--- src/rtl/multicycle_alu.sv ---
// Multi-cycle ALU: single-cycle add/sub/logic ops and a shift-add multiplier
// sharing a valid/ready request port and a registered result with flags.
module multicycle_alu #(
    parameter int WIDTH  = 16,
    parameter bit MUL_EN = 1'b1
) (
    input  logic             clk,
    input  logic             rst,
    input  logic             in_valid,
    output logic             in_ready,
    input  logic [3:0]       opcode,
    input  logic [WIDTH-1:0] a,
    input  logic [WIDTH-1:0] b,
    input  logic [WIDTH-1:0] immediate,
    output logic             out_valid,
    output logic [WIDTH-1:0] alu_result,
    output logic             zero,
    output logic             negative,
    output logic             carry,
    output logic             overflow,
    output logic             illegal
);

    localparam int CW = $clog2(WIDTH + 1);

    localparam logic [3:0] OP_ADD  = 4'b0010;
    localparam logic [3:0] OP_SUB  = 4'b0011;
    localparam logic [3:0] OP_ADDI = 4'b1010;
    localparam logic [3:0] OP_SUBI = 4'b1011;
    localparam logic [3:0] OP_AND  = 4'b0100;
    localparam logic [3:0] OP_OR   = 4'b0101;
    localparam logic [3:0] OP_MUL  = 4'b0110;

    typedef enum logic [1:0] {IDLE, MUL, DONE} state_t;

    state_t               state_q, state_d;
    logic                 in_ready_q, in_ready_d;
    logic                 out_valid_q, out_valid_d;
    logic [WIDTH-1:0]     alu_result_q, alu_result_d;
    logic                 zero_q, zero_d;
    logic                 negative_q, negative_d;
    logic                 carry_q, carry_d;
    logic                 overflow_q, overflow_d;
    logic                 illegal_q, illegal_d;
    logic [WIDTH-1:0]     mcand_q, mcand_d;
    logic [2*WIDTH-1:0]   prod_q, prod_d;
    logic [CW-1:0]        cnt_q, cnt_d;

    logic [WIDTH-1:0]     opnd;
    logic [WIDTH:0]       sum_w, diff_w, step_w;
    logic [WIDTH-1:0]     res;
    logic                 res_c, res_v, res_ill, res_wr;

    always_comb begin
        // NOTE: every variable gets a default before the case so no path leaves it unassigned (no latches).
        state_d      = state_q;
        alu_result_d = alu_result_q;
        zero_d       = zero_q;
        negative_d   = negative_q;
        carry_d      = carry_q;
        overflow_d   = overflow_q;
        illegal_d    = illegal_q;
        mcand_d      = mcand_q;
        prod_d       = prod_q;
        cnt_d        = cnt_q;
        res          = '0;
        res_c        = 1'b0;
        res_v        = 1'b0;
        res_ill      = 1'b0;
        res_wr       = 1'b0;

        opnd   = opcode[3] ? immediate : b;
        sum_w  = {1'b0, a} + {1'b0, opnd};
        diff_w = {1'b0, a} - {1'b0, opnd};
        // One shift-add step: add the multiplicand into the upper half when the current multiplier bit is set.
        step_w = {1'b0, prod_q[2*WIDTH-1:WIDTH]} + (prod_q[0] ? {1'b0, mcand_q} : '0);

        case (state_q)
            IDLE: begin
                if (in_valid && in_ready_q) begin
                    state_d = DONE;
                    res_wr  = 1'b1;
                    case (opcode)
                        OP_ADD, OP_ADDI: begin
                            res   = sum_w[WIDTH-1:0];
                            res_c = sum_w[WIDTH];
                            res_v = (a[WIDTH-1] == opnd[WIDTH-1]) && (res[WIDTH-1] != a[WIDTH-1]);
                        end
                        OP_SUB, OP_SUBI: begin
                            res   = diff_w[WIDTH-1:0];
                            res_c = diff_w[WIDTH];
                            res_v = (a[WIDTH-1] != opnd[WIDTH-1]) && (res[WIDTH-1] != a[WIDTH-1]);
                        end
                        OP_AND: res = a & b;
                        OP_OR:  res = a | b;
                        OP_MUL: begin
                            if (MUL_EN) begin
                                state_d = MUL;
                                res_wr  = 1'b0;
                                mcand_d = a;
                                prod_d  = {{WIDTH{1'b0}}, b};
                                cnt_d   = '0;
                            end else begin
                                res_ill = 1'b1;
                            end
                        end
                        default: res_ill = 1'b1;
                    endcase
                end
            end
            MUL: begin
                prod_d = {step_w, prod_q[WIDTH-1:1]};
                cnt_d  = cnt_q + CW'(1);
                if (cnt_q == CW'(WIDTH - 1)) begin
                    state_d = DONE;
                    res_wr  = 1'b1;
                    res     = prod_d[WIDTH-1:0];
                    res_v   = |prod_d[2*WIDTH-1:WIDTH];
                end
            end
            DONE:    state_d = IDLE;
            default: state_d = IDLE;
        endcase

        if (res_wr) begin
            alu_result_d = res;
            zero_d       = !res_ill && (res == '0);
            negative_d   = res[WIDTH-1];
            carry_d      = res_c;
            overflow_d   = res_v;
            illegal_d    = res_ill;
        end

        out_valid_d = (state_d == DONE);
        in_ready_d  = (state_d == IDLE);
    end

    // NOTE: sequential state uses non-blocking assignments so all flops update together at the edge.
    always_ff @(posedge clk or posedge rst) begin
        if (rst) begin
            state_q      <= IDLE;
            in_ready_q   <= 1'b0;
            out_valid_q  <= 1'b0;
            alu_result_q <= '0;
            zero_q       <= 1'b0;
            negative_q   <= 1'b0;
            carry_q      <= 1'b0;
            overflow_q   <= 1'b0;
            illegal_q    <= 1'b0;
            mcand_q      <= '0;
            prod_q       <= '0;
            cnt_q        <= '0;
        end else begin
            state_q      <= state_d;
            in_ready_q   <= in_ready_d;
            out_valid_q  <= out_valid_d;
            alu_result_q <= alu_result_d;
            zero_q       <= zero_d;
            negative_q   <= negative_d;
            carry_q      <= carry_d;
            overflow_q   <= overflow_d;
            illegal_q    <= illegal_d;
            mcand_q      <= mcand_d;
            prod_q       <= prod_d;
            cnt_q        <= cnt_d;
        end
    end

    assign in_ready   = in_ready_q;
    assign out_valid  = out_valid_q;
    assign alu_result = alu_result_q;
    assign zero       = zero_q;
    assign negative   = negative_q;
    assign carry      = carry_q;
    assign overflow   = overflow_q;
    assign illegal    = illegal_q;

endmodule
--- config.mk ---
export PLATFORM = sky130hd
export DESIGN_NAME = multicycle_alu
export DESIGN_NICKNAME = d
export VERILOG_FILES = /design/src/rtl/multicycle_alu.sv
export SDC_FILE = /design/constraint.sdc
export NUM_CORES = 1
export LEC_CHECK = 0
export BUFFER_PORTS_ARGS = -buffer_cell sky130_fd_sc_hd__buf_2
export CAP_MARGIN = 20
export CORE_UTILIZATION = 60
export CTS_BUF_LIST = sky130_fd_sc_hd__clkbuf_4 sky130_fd_sc_hd__clkbuf_8
export DETAILED_ROUTE_END_ITERATION = 7
export PLACE_DENSITY = 0.81
export REMOVE_ABC_BUFFERS = 1
export SLEW_MARGIN = 10
export SYNTH_ARGS = -nofsm -noshare
export SYNTH_HDL_FRONTEND = slang
export SYNTH_SLANG_ARGS = --single-unit
export TNS_END_PERCENT = 5
--- constraint.sdc ---
create_clock -name clk -period 3.78 [get_ports clk]
set_clock_uncertainty 0.15 [all_clocks]
set_input_delay 0.189 -clock clk [delete_from_list [all_inputs] [get_ports clk]]
set_output_delay 0.189 -clock clk [all_outputs]
set_load 0.05 [all_outputs]
* Word-level counts from Yosys, hierarchy flattened
Cells that the tools add are included.
** Storage, ports and cells
- Memories kept :: 0
- ROM bits :: 0
- Word-level logic and storage cells :: 79
- Register bits :: 78
- Bits of input ports :: 55
- Bits in writable memories :: 0
- Output and inout bits :: 23
- Bits in latches :: 0
** Cells by class
- Divide/modulo/power cells :: 0
- Magnitude comparators :: 0
- Multiply operators :: 0
- Shifts and indexed selects :: 0
- Add/subtract/negate cells :: 4
- Bitwise gates (word level) :: 2
- Multiplexer cells :: 30
- Eq/ne operators :: 16
- Reduce and logical (&&, ||, !) cells :: 15
** Operator list (count)
- 2-to-1 mux 16 bit :: 4
- 2-to-1 mux 32 bit :: 2
- case mux 16 bit (4 select lines) :: 1
- case mux 32 bit (2 select lines) :: 1
- adder 16 x 16 -> 17 bit :: 2
- case mux 16 bit (2 select lines) :: 1
- subtractor 16 x 16 -> 17 bit :: 1
- AND 16 bit :: 1
- zero test 16 bit :: 1
- bitwise OR 16 bit :: 1
- OR reduction 16 bit :: 1
- == test 4 x 3 -> 1 bit, second input constant :: 3
- 2-to-1 mux 1 bit :: 10
- 2-to-1 mux 5 bit :: 2
- case mux 5 bit (2 select lines) :: 1
- == test 4 x 2 -> 1 bit, second input constant :: 2
- == test 4 bit, second input constant :: 2
- case mux 1 bit (2 select lines) :: 4
- OR reduction 7 bit :: 1
- 2-to-1 mux 2 bit :: 3
- AND reduction 3 bit :: 2
- adder 5 x 1 -> 5 bit, second input constant :: 1
- == test 5 x 4 -> 1 bit, second input constant :: 1
- logical AND 1 bit :: 4
- 11 further kinds :: 15

* Logic depth before layout (Yosys ltp)
Gate-level depths: netlist of the first run.
- Word-level depth :: 7
- Gate-level depth with buffers :: 14
- Mapped depth without buffers :: 13

* Worst setup path before layout of the first run
OpenSTA, ideal clock, no wires.
- Kind :: input-to-reg
- From :: in opcode[3]
- To :: reg zero_q (netlist: zero)
- Path buffers :: 2
- Data required time :: 3.553 ns
- Cell stages on the path :: 13
- Data arrival time :: 3.544 ns
- Library setup time :: 0.077 ns
- Slack :: 0.009 ns
- Cells stage by stage :: buf_2 > buf_1 > mux2i_1 > ha_1 > nand2b_1 > a211o_1 > a21bo_1 > xor2_1 > a221o_1 > or4_1 > nor4_2 > o2111ai_1 > o21ai_1
** Between the ends
- Longest elaborated chain between the ends :: 7
- Elaborated cells on any way between the ends :: 25
- Classes of those cells :: add/sub: 2; eq/ne: 7; mux: 10; reduce/logical: 6
** RTL lines
- from (decl) :: RTL line 11 : input logic [3:0] opcode,
- 2-to-1 mux 16 bit, or another cell as far along :: RTL line 72 : opnd = opcode[3] ? immediate : b;
- subtractor 16 x 16 -> 17 bit, or another cell as far along :: RTL line 74 : diff_w = {1'b0, a} - {1'b0, opnd};
- case mux 16 bit (4 select lines) or 2-to-1 mux 1 bit (tied branches)
- 2-to-1 mux 16 bit or 2-to-1 mux 1 bit (tied branches) :: RTL line 80 : if (in_valid && in_ready_q) begin
- case mux 16 bit (2 select lines) or 2-to-1 mux 1 bit (tied branches) :: RTL line 78 : case (state_q)
- zero test 16 bit or zero test 1 bit (tied branches) :: RTL line 127 : zero_d = !res_ill && (res == '0);
- logical AND 1 bit :: RTL line 127
- to (signal assigned) :: RTL line 158 : zero_q <= zero_d;
- to (decl) :: RTL line 40 : logic zero_q, zero_d;
Parallel ways exist; a longest one is shown, timed or not.
A chain may end at the register's enable or synchronous reset.

* Worst setup path after layout of the first run
- From :: reg prod_q[0]
- To :: reg overflow_q (netlist: overflow)
** Between the ends
- Longest elaborated chain between the ends :: 5
** RTL lines
- from (decl) :: RTL line 46 : logic [2*WIDTH-1:0] prod_q, prod_d;
- from (signal assigned) :: RTL line 164 : prod_q <= prod_d;
- 2-to-1 mux 16 bit :: RTL line 76 : step_w = {1'b0, prod_q[2*WIDTH-1:WIDTH]} + (prod_q[0] ? {1'b0, mcand_q} : '0);
- adder 16 x 16 -> 17 bit :: RTL line 76
- OR reduction 16 bit :: RTL line 118 : res_v = |prod_d[2*WIDTH-1:WIDTH];
- 2-to-1 mux 1 bit :: RTL line 114 : if (cnt_q == CW'(WIDTH - 1)) begin
- case mux 1 bit (2 select lines) :: RTL line 78
- to (signal assigned) :: RTL line 161 : overflow_q <= overflow_d;
- to (decl) :: RTL line 43 : logic overflow_q, overflow_d;
No other way between the ends.

==> results of run 1 <==
## registers in the layout, indices dropped and copies added (netlist names)
name and flops:
out_valid 1, mcand_q 16, state_q 2, alu_result 16, zero 1, prod_q 32
carry 1, cnt_q 5, illegal 1, in_ready 1, overflow 1
## timing repair
action | CTS | global route
hold buffers | 3 | 0
endpoints found under the hold margin | 50 | 0
endpoints found under the setup margin | 0 | 2
gates resized for setup | 0 | 2
## metal layers
layer  vias up  routed length [um]  global-route usage [%]
li1       2798                   -                       -
met1      2914                8130                    48.4
met2       290                8950                    57.8
met3        50                1280                    3.31
met4         0                 546                    13.8
met5         -                   0                       0
## power by group through the flow
| stage | Clock, mW | Combinational (mW) | Sequential (mW) |
|---|---|---|---|
| finish | 0.582 | 1.91 | 1.39 |
| floorplan | 0 | 1.05 | 1.62 |
| global route | 0.619 | 2.07 | 1.42 |
| CTS | 0.589 | 1.88 | 1.38 |
| global placement | 0 | 1.80 | 1.37 |
| detailed placement | 0 | 1.87 | 1.39 |
## cell usage in the layout (no fill, tap or decap), drive strengths merged, types with 5 or more instances in the layout
master,n
nor3,12
dfrtp,77
o22ai,11
and3,5
nor4,11
a22o,5
inv,38
nand2b,10
nand3,11
o21ai,56
a21oi,39
mux2,18
ha,54
clkinv,5
a211oi,11
nor2,40
buf,96
or3,7
a21o,17
xor2,9
o21a,5
a22oi,10
nand2,65
clkbuf,12
and2,20
maj3,13
mux2i,34
a31oi,5
nor2b,12
xnor2,12
## layout make-up
type	count	area share, %
timing repair buffer	99	7.85
multi-input combinational	572	58.0
sequential	77	27.1
clock buffer	12	2.23
tap	136	2.39
inverter	40	2.13
clock inverter	4	0.317
## worst paths after layout
kind                                        startpoint                      end  slack [ns]  cells after the start
worst min register to register  mcand_q[1]$_DFFE_PP0P_   mcand_q[1]$_DFFE_PP0P_        0.33                      2
worst min-delay path                             b[13]   prod_q[13]$_DFFE_PP0P_        0.02                      3
max in group asynchronous                          rst  mcand_q[15]$_DFFE_PP0P_        2.22                      4
worst max-delay path             prod_q[0]$_DFFE_PP0P_     overflow$_DFFE_PP0P_        0.22                     11
min in group asynchronous                          rst      illegal$_DFFE_PP0P_        0.36                      3
worst max register to register   prod_q[0]$_DFFE_PP0P_     overflow$_DFFE_PP0P_        0.22                     11
## stage by stage
stage               cell area [um^2]  setup WS, ns  setup TNS, ns  hold slack [ns]
finish                          7110         0.221              0           0.0159
global route                    7110        0.0568              0           0.0306
CTS                             7110         0.236              0          0.00898
detailed placement              6900       -0.0170        -0.0170            0.223
global placement                6900         0.101              0            0.216
floorplan                       6190        -0.248          -1.73            0.190
## kinds of logic (layout without fill, tap and decap cells)
logic type	count (synthesis)	in the layout	share of synthesized area, %
buffers and inverters	74	155	4.68
muxes	52	52	8.57
adders and majority gates	70	70	13.7
xor gates and xnor gates	21	21	2.90
AOI/OAI and AO/OA	212	212	22.2
and+or+nand+nor	217	217	17.5
DFF	77	77	30.4
## critical path, stage by stage, from the launching register on
cell and delay [ns]:
dfrtp_2 0.51, and2_1 0.18, ha_1 0.35, and3_1 0.23, a2111oi_1 0.62, o21ai_1 0.10, o21ai_0 0.12, xnor2_1 0.14
nor4_1 0.42, nand4_1 0.15, o41ai_1 0.35, nand3_1 0.12
==> summary.md, run 1 <==
| Metric | Value |
|---|---|
| Root Driver | clkbuf_8 |
| Lkg Pwr | 3.41 nW |
| Antenna Nets Post-Route | 0 |
| CP max FO | 17 |
| Gr ovfl total | 0 |
| Tmin final | 3.56 ns |
| Placed cells | just over 900 |
| I/O pins | 78 |
| # nets final | between 900 and 1,000 |
| Worst VDD drop | approximately 0.30 mV |
| Final GP Congestion | roughly 0.94 |
| Critical Path RT | approximately 3.9 ns |
| Vias | between 6,000 and 7,000 |
| Post-layout power | approximately 3.9 mW |
| Drt drc | 0 |
| Slew margin rel. | approximately 27% |
| Layout Utilization | around 69% |
| CP arrival | between 3 and 4 ns |
| CTS tree | yes |
| Global Route Usage Sum | between 30% and 40% |
| Ys async rst share | 100% |
| Power per cell area | 546 nW/um^2 |
| N_diodes | 0 |
| #FFs+latches synth | 77 |
| Syn_area_per_cell | 8.76 um^2 |
| Number of distinct library cells after synthesis | 70 |
| Core ar. | a little over 10,000 um^2 |
| Final Hold Violating Endpoints | 0 |
| Number of flops mapped to enable cells by yosys | 0 |
| Fin. max-slew vios | 0 |
| Crit path kind | reg2reg |
| Die W | roughly 100 um |
| Multi-input combinational cell area | just over 4000 um^2 |
| Top post-synthesis cells by count | dfrtp_1 (77), nand2_1 (65), ha_1 (54) |
| Clk sink count | 77 |
| Status | completed |
| Antenna violations before repair | 0 |
| Drt pass-1 iters | 5 |
| Mapped Area | around 6300 um^2 |
| Net switching power | 1.77 mW |
| Most common cell in the netlist | dfrtp_1 |
| Achievable frequency | about 0.28 GHz |
| Synth Flop Type | dfrtp_1 |
| DR iter-0 viols | ~700 |
| Yosys warning total | 0 |
| Syn-to-layout area delta | 12.2% |
| Largest net degree at the start of global routing | 50 |
| Die area | 11,000 um^2 |
| Switching Fraction | 45.7% |
| H-tree level count | 3 |
| Register clock-pin slew on the reported worst setup and hold paths | 0.08 ns |
| Synth top area share | roughly 30% |
| Pint | about 2.1 mW |
| First-pass GRT wire length | 30,400 um |
| CP startpoint kind | flip-flop |
| Gate Count Post-Synth | 723 |
| Power share of the combinational group | between 40 and 50% |
| Part of the Yosys area used for sequential elements | slightly above 30% |
| Clk pwr share | 15.0% |
| Die Y | between 100 and 150 um |
| Post-DP HPWL | 14,500 um |
| Final-report setup violation count | 0 |
| Worst hold path class | in2reg |
| Share of layout cells above drive strength 1 | roughly 18% |
| Post-synth top area cell | dfrtp_1 |
| WL/cell | between 20 and 25 um |
| MaxCap Viol Count | 0 |
| Worst setup EP type | flip-flop |
| Row cnt | 37 |
| RSZ-0062 raised after global routing | false |
| Clock Latency Late Sink | about 0.36 ns |
| Port Buffers | 77 |
| Fin cells | 940 |
| Vias in the first global route | 5,898 |
| Synth top area cells | dfrtp_1 (30%), ha_1 (11%), mux2i_1 (5.4%) |
| Total CTS buffers | 9 |
| Final worst path period share | 94.1% |
| Max clock buf depth | 2 |
| Register area | roughly 1900 um^2 |
| Slew @ Worst Pin | 1.09 ns |
| Vias per cell | between 6 and 7 |
| Initial Util | between 60% and 70% |
| Final-layout fill cell count | around 840 |
| Sequential share of power | between 30 and 40% |
| Post-CTS setup buffers | 0 |
| Final WL | about 19,000 um |
No activity file was read; power rests on OpenSTA's default activity.
==> inputs of run 2 (changes only) <==
--- a/config.mk
+++ b/config.mk
@@ -11,6 +11,7 @@
 export CTS_BUF_LIST = sky130_fd_sc_hd__clkbuf_4 sky130_fd_sc_hd__clkbuf_8
 export DETAILED_ROUTE_END_ITERATION = 7
-export PLACE_DENSITY = 0.81
+export PLACE_DENSITY_LB_ADDON = 0.12
 export REMOVE_ABC_BUFFERS = 1
+export SKIP_LAST_GASP = 1
 export SLEW_MARGIN = 10
 export SYNTH_ARGS = -nofsm -noshare
--- a/constraint.sdc
+++ b/constraint.sdc
@@ -3,3 +3,3 @@
 set_input_delay 0.189 -clock clk [delete_from_list [all_inputs] [get_ports clk]]
 set_output_delay 0.189 -clock clk [all_outputs]
-set_load 0.05 [all_outputs]
+set_load 0.02 [all_outputs]
==> run 2 against run 1 <==
Effect of this change:
- power down 1.8%
- highest routed layer unchanged
- maximum frequency up 0.39%
- critical path type unchanged
- setup slack better by 0.014 ns
- clock power up 19%
- count of clock-buffer cells in the layout down 1
- global-route usage up 1.0 points
- sequential share of layout area down 0.49 points
==> summary.md, run 2 (synthesized netlist as in run 1, its figures left out) <==
| Metric | Value |
|---|---|
| Vias in the first global route | 6,029 (+2.2%) |
| RSZ-0062 raised after global routing | true |
| Fin cells | 949 (+0.96%) |
| Critical Path RT | 3.87 ns (about the same) |
| N_diodes | 0 (unchanged) |
| Max incr delay on CP | 0.46 ns (-0.16 ns) |
| Tmin final | 3.54 ns (-0.0138 ns) |
| Hold Crit Start | b[13] |
| Lkg Pwr | 3.46 nW (+1.7%) |
| Slew @ Worst Pin | 1.11 ns (+0.0186 ns) |
| Row cnt | 37 (unchanged) |
| M2 GR Usage | 60.1% (+2.3 points) |
| Status | completed |
| Vias per cell | 6.34 (-1.5%) |
| CP cell instances | and2_1 -> ha_1 -> fa_1 -> a21oi_1 -> o22ai_1 -> o31a_1 -> nor2_1 -> xnor2_1 -> nor4_1 -> nand4_1 -> o41ai_1 -> nand3_1 |
| Register clock-pin slew on the reported worst setup and hold paths | 0.08 ns (about the same) |
| Antenna Nets Post-Route | 0 (unchanged) |
| Die Y | 105 um (unchanged) |
| First-pass GRT wire length | 31,000 um (+2.0%) |
| Fin Setup TNS | 0 ns (unchanged) |
| Met3 usage in global routing | 6.49% (+3.2 points) |
| R2r setup slk | 0.24 ns (about the same) |
| Initial Util | 61.7% (unchanged) |
| WL/cell | 20.2 um (+0.56%) |
| I/O pins | 78 (unchanged) |
| Clock Latency Late Sink | 0.37 ns (about the same) |
| Drt pass-1 iters | 5 (unchanged) |
| WP buf/inv | 0 (unchanged) |
| CP startpoint kind | flip-flop |
| Pre-CTS setup slack | 0.0874 ns (+0.104 ns) |
| Max clock buf depth | 2 (unchanged) |
| Final-report setup violation count | 0 (unchanged) |
| Biggest register | prod_q |
| Die W | 105 um (unchanged) |
| Worst setup EP type | flip-flop |
| Power per cell area | 527 nW/um^2 (-3.5%) |
| Antenna violations before repair | 1 (+1) |
| Crit path kind | reg2reg |
| Port Buffers | 77 (unchanged) |
| RR Startpoint | prod_q[0]$_DFFE_PP0P_ |
| Worst hold path class | in2reg |
| Total CTS buffers | 9 (unchanged) |
| Final Hold Violating Endpoints | 0 (unchanged) |
| Core ar. | 10,300 um^2 (unchanged) |
| DR iter-0 viols | 517 (-26%) |
| Slew margin rel. | 26.2% (-1.2 points) |
| Drt drc | 0 (unchanged) |
| Vias | 6,017 (-0.58%) |
| Syn-to-layout area delta | 14.2% |
| Most frequent cells in the layout | dfrtp_1 (77), buf_2 (77), nand2_1 (65) |
| Post-DP HPWL | 14,500 um (-0.13%) |
| Hold Path Cell Cnt | 3 (unchanged) |
| Final WL | 19,200 um (+1.5%) |
| Hold endpoint | prod_q[13]$_DFFE_PP0P_ |
| R2R depth | 12 (+1) |
| Largest net degree at the start of global routing | 48 (-4.0%) |
| # nets final | 920 (+0.99%) |
| MaxCap Viol Count | 0 (unchanged) |
| Met1 usage | 47.5% (-0.86 points) |
| Final GP Congestion | 0.932 (-1.4%) |
| CTS tree | yes |
| Final-layout fill cell count | 859 (+2.0%) |
| Final worst path period share | 93.8% (-0.36 points) |
| Worst VDD drop | 0.291 mV (-1.9%) |
| Gr ovfl total | 0 (unchanged) |
| Achievable frequency | 0.282 GHz (+0.39%) |
| Clk sink count | 77 (unchanged) |
| Root Driver | clkbuf_8 |
| H-tree level count | 3 (unchanged) |
| Final WS setup | 0.235 ns (+0.0138 ns) |
| Die area | 11,000 um^2 (unchanged) |
| Share of layout cells above drive strength 1 | 18.6% (+0.91 points) |
| Fin. max-slew vios | 0 (unchanged) |
| Global Route Usage Sum | 36.3% (+1.0 points) |
| FF-to-FF End | overflow$_DFFE_PP0P_ |
| CP arrival | 3.63 ns (about the same) |
| Critical path's slowest cell | dfrtp_1 |
| Max reg flops | 32 (unchanged) |
| CP max FO | 7 (-10) |
| Placed cells | 927 (+0.65%) |
| CP delay by family, top | compound AO/OA/AOI/OAI gates |
| Most crowded layer after global routing | met2 |
| Post-CTS setup buffers | 0 (unchanged) |
## run 2: how the worst max path moves through the flow
stage	start	end	slack (ns)	cells after the start
5_1_grt	prod_q[0]$_DFFE_PP0P_	overflow$_DFFE_PP0P_	-0.02	12
2_1_floorplan	in_ready$_DFF_PP0_	prod_q[29]$_DFFE_PP0P_	-0.05	4
3_5_place_dp	opcode[3]	zero$_DFFE_PP0P_	0.09	14
4_1_cts	prod_q[0]$_DFFE_PP0P_	overflow$_DFFE_PP0P_	0.09	11
3_3_place_gp	opcode[3]	zero$_DFFE_PP0P_	0.06	13
6_report	prod_q[0]$_DFFE_PP0P_	overflow$_DFFE_PP0P_	0.24	12
## run 2: per-layer routing
layer  vias up  part of all wire, %
met3        43                  6.0
met4         0                  2.8
met2       231                   48
met1      2913                   43
li1       2830                    -
met5         -                    0
## run 2: layout make-up
cell class              instances  area, um^2  area share (%)
multi-input cells             572        4140            57.3
flip-flops and latches         77        1930            26.6
repair buffers                108         633            8.75
well taps                     136         170            2.35
clock inverters                 5        58.8           0.813
inverters                      40         151            2.09
clock buffers                  11         151            2.09
## run 2: power by group
| group | switching, mW | internal (mW) |
|---|---|---|
| Sequential | 0.244 | 1.13 |
| Clock | 0.349 | 0.342 |
| Combinational | 1.03 | 0.719 |
## run 2: tightest hold or removal path: stages
cell and delay [ns]:
buf_2 0.10, mux2i_1 0.06, o21ai_0 0.14
## run 2: through the flow
stage	cell area (um^2)	util, %	hold slack [ns]	power, mW
6_report	7240	70.4	0.00553	3.81
5_1_grt	7240	70.4	0.0106	4.05
4_1_cts	7210	70.2	0.00189	3.76
3_5_place_dp	6940	67.5	0.234	3.08
3_3_place_gp	6940	67.5	0.211	3.00
2_1_floorplan	6190	-	0.190	2.47
## run 2: timing repair
item,in CTS,in global routing
setup endpoints to repair,0,3
resized for setup,0,4
hold endpoints to repair,51,0
hold buffers,6,0
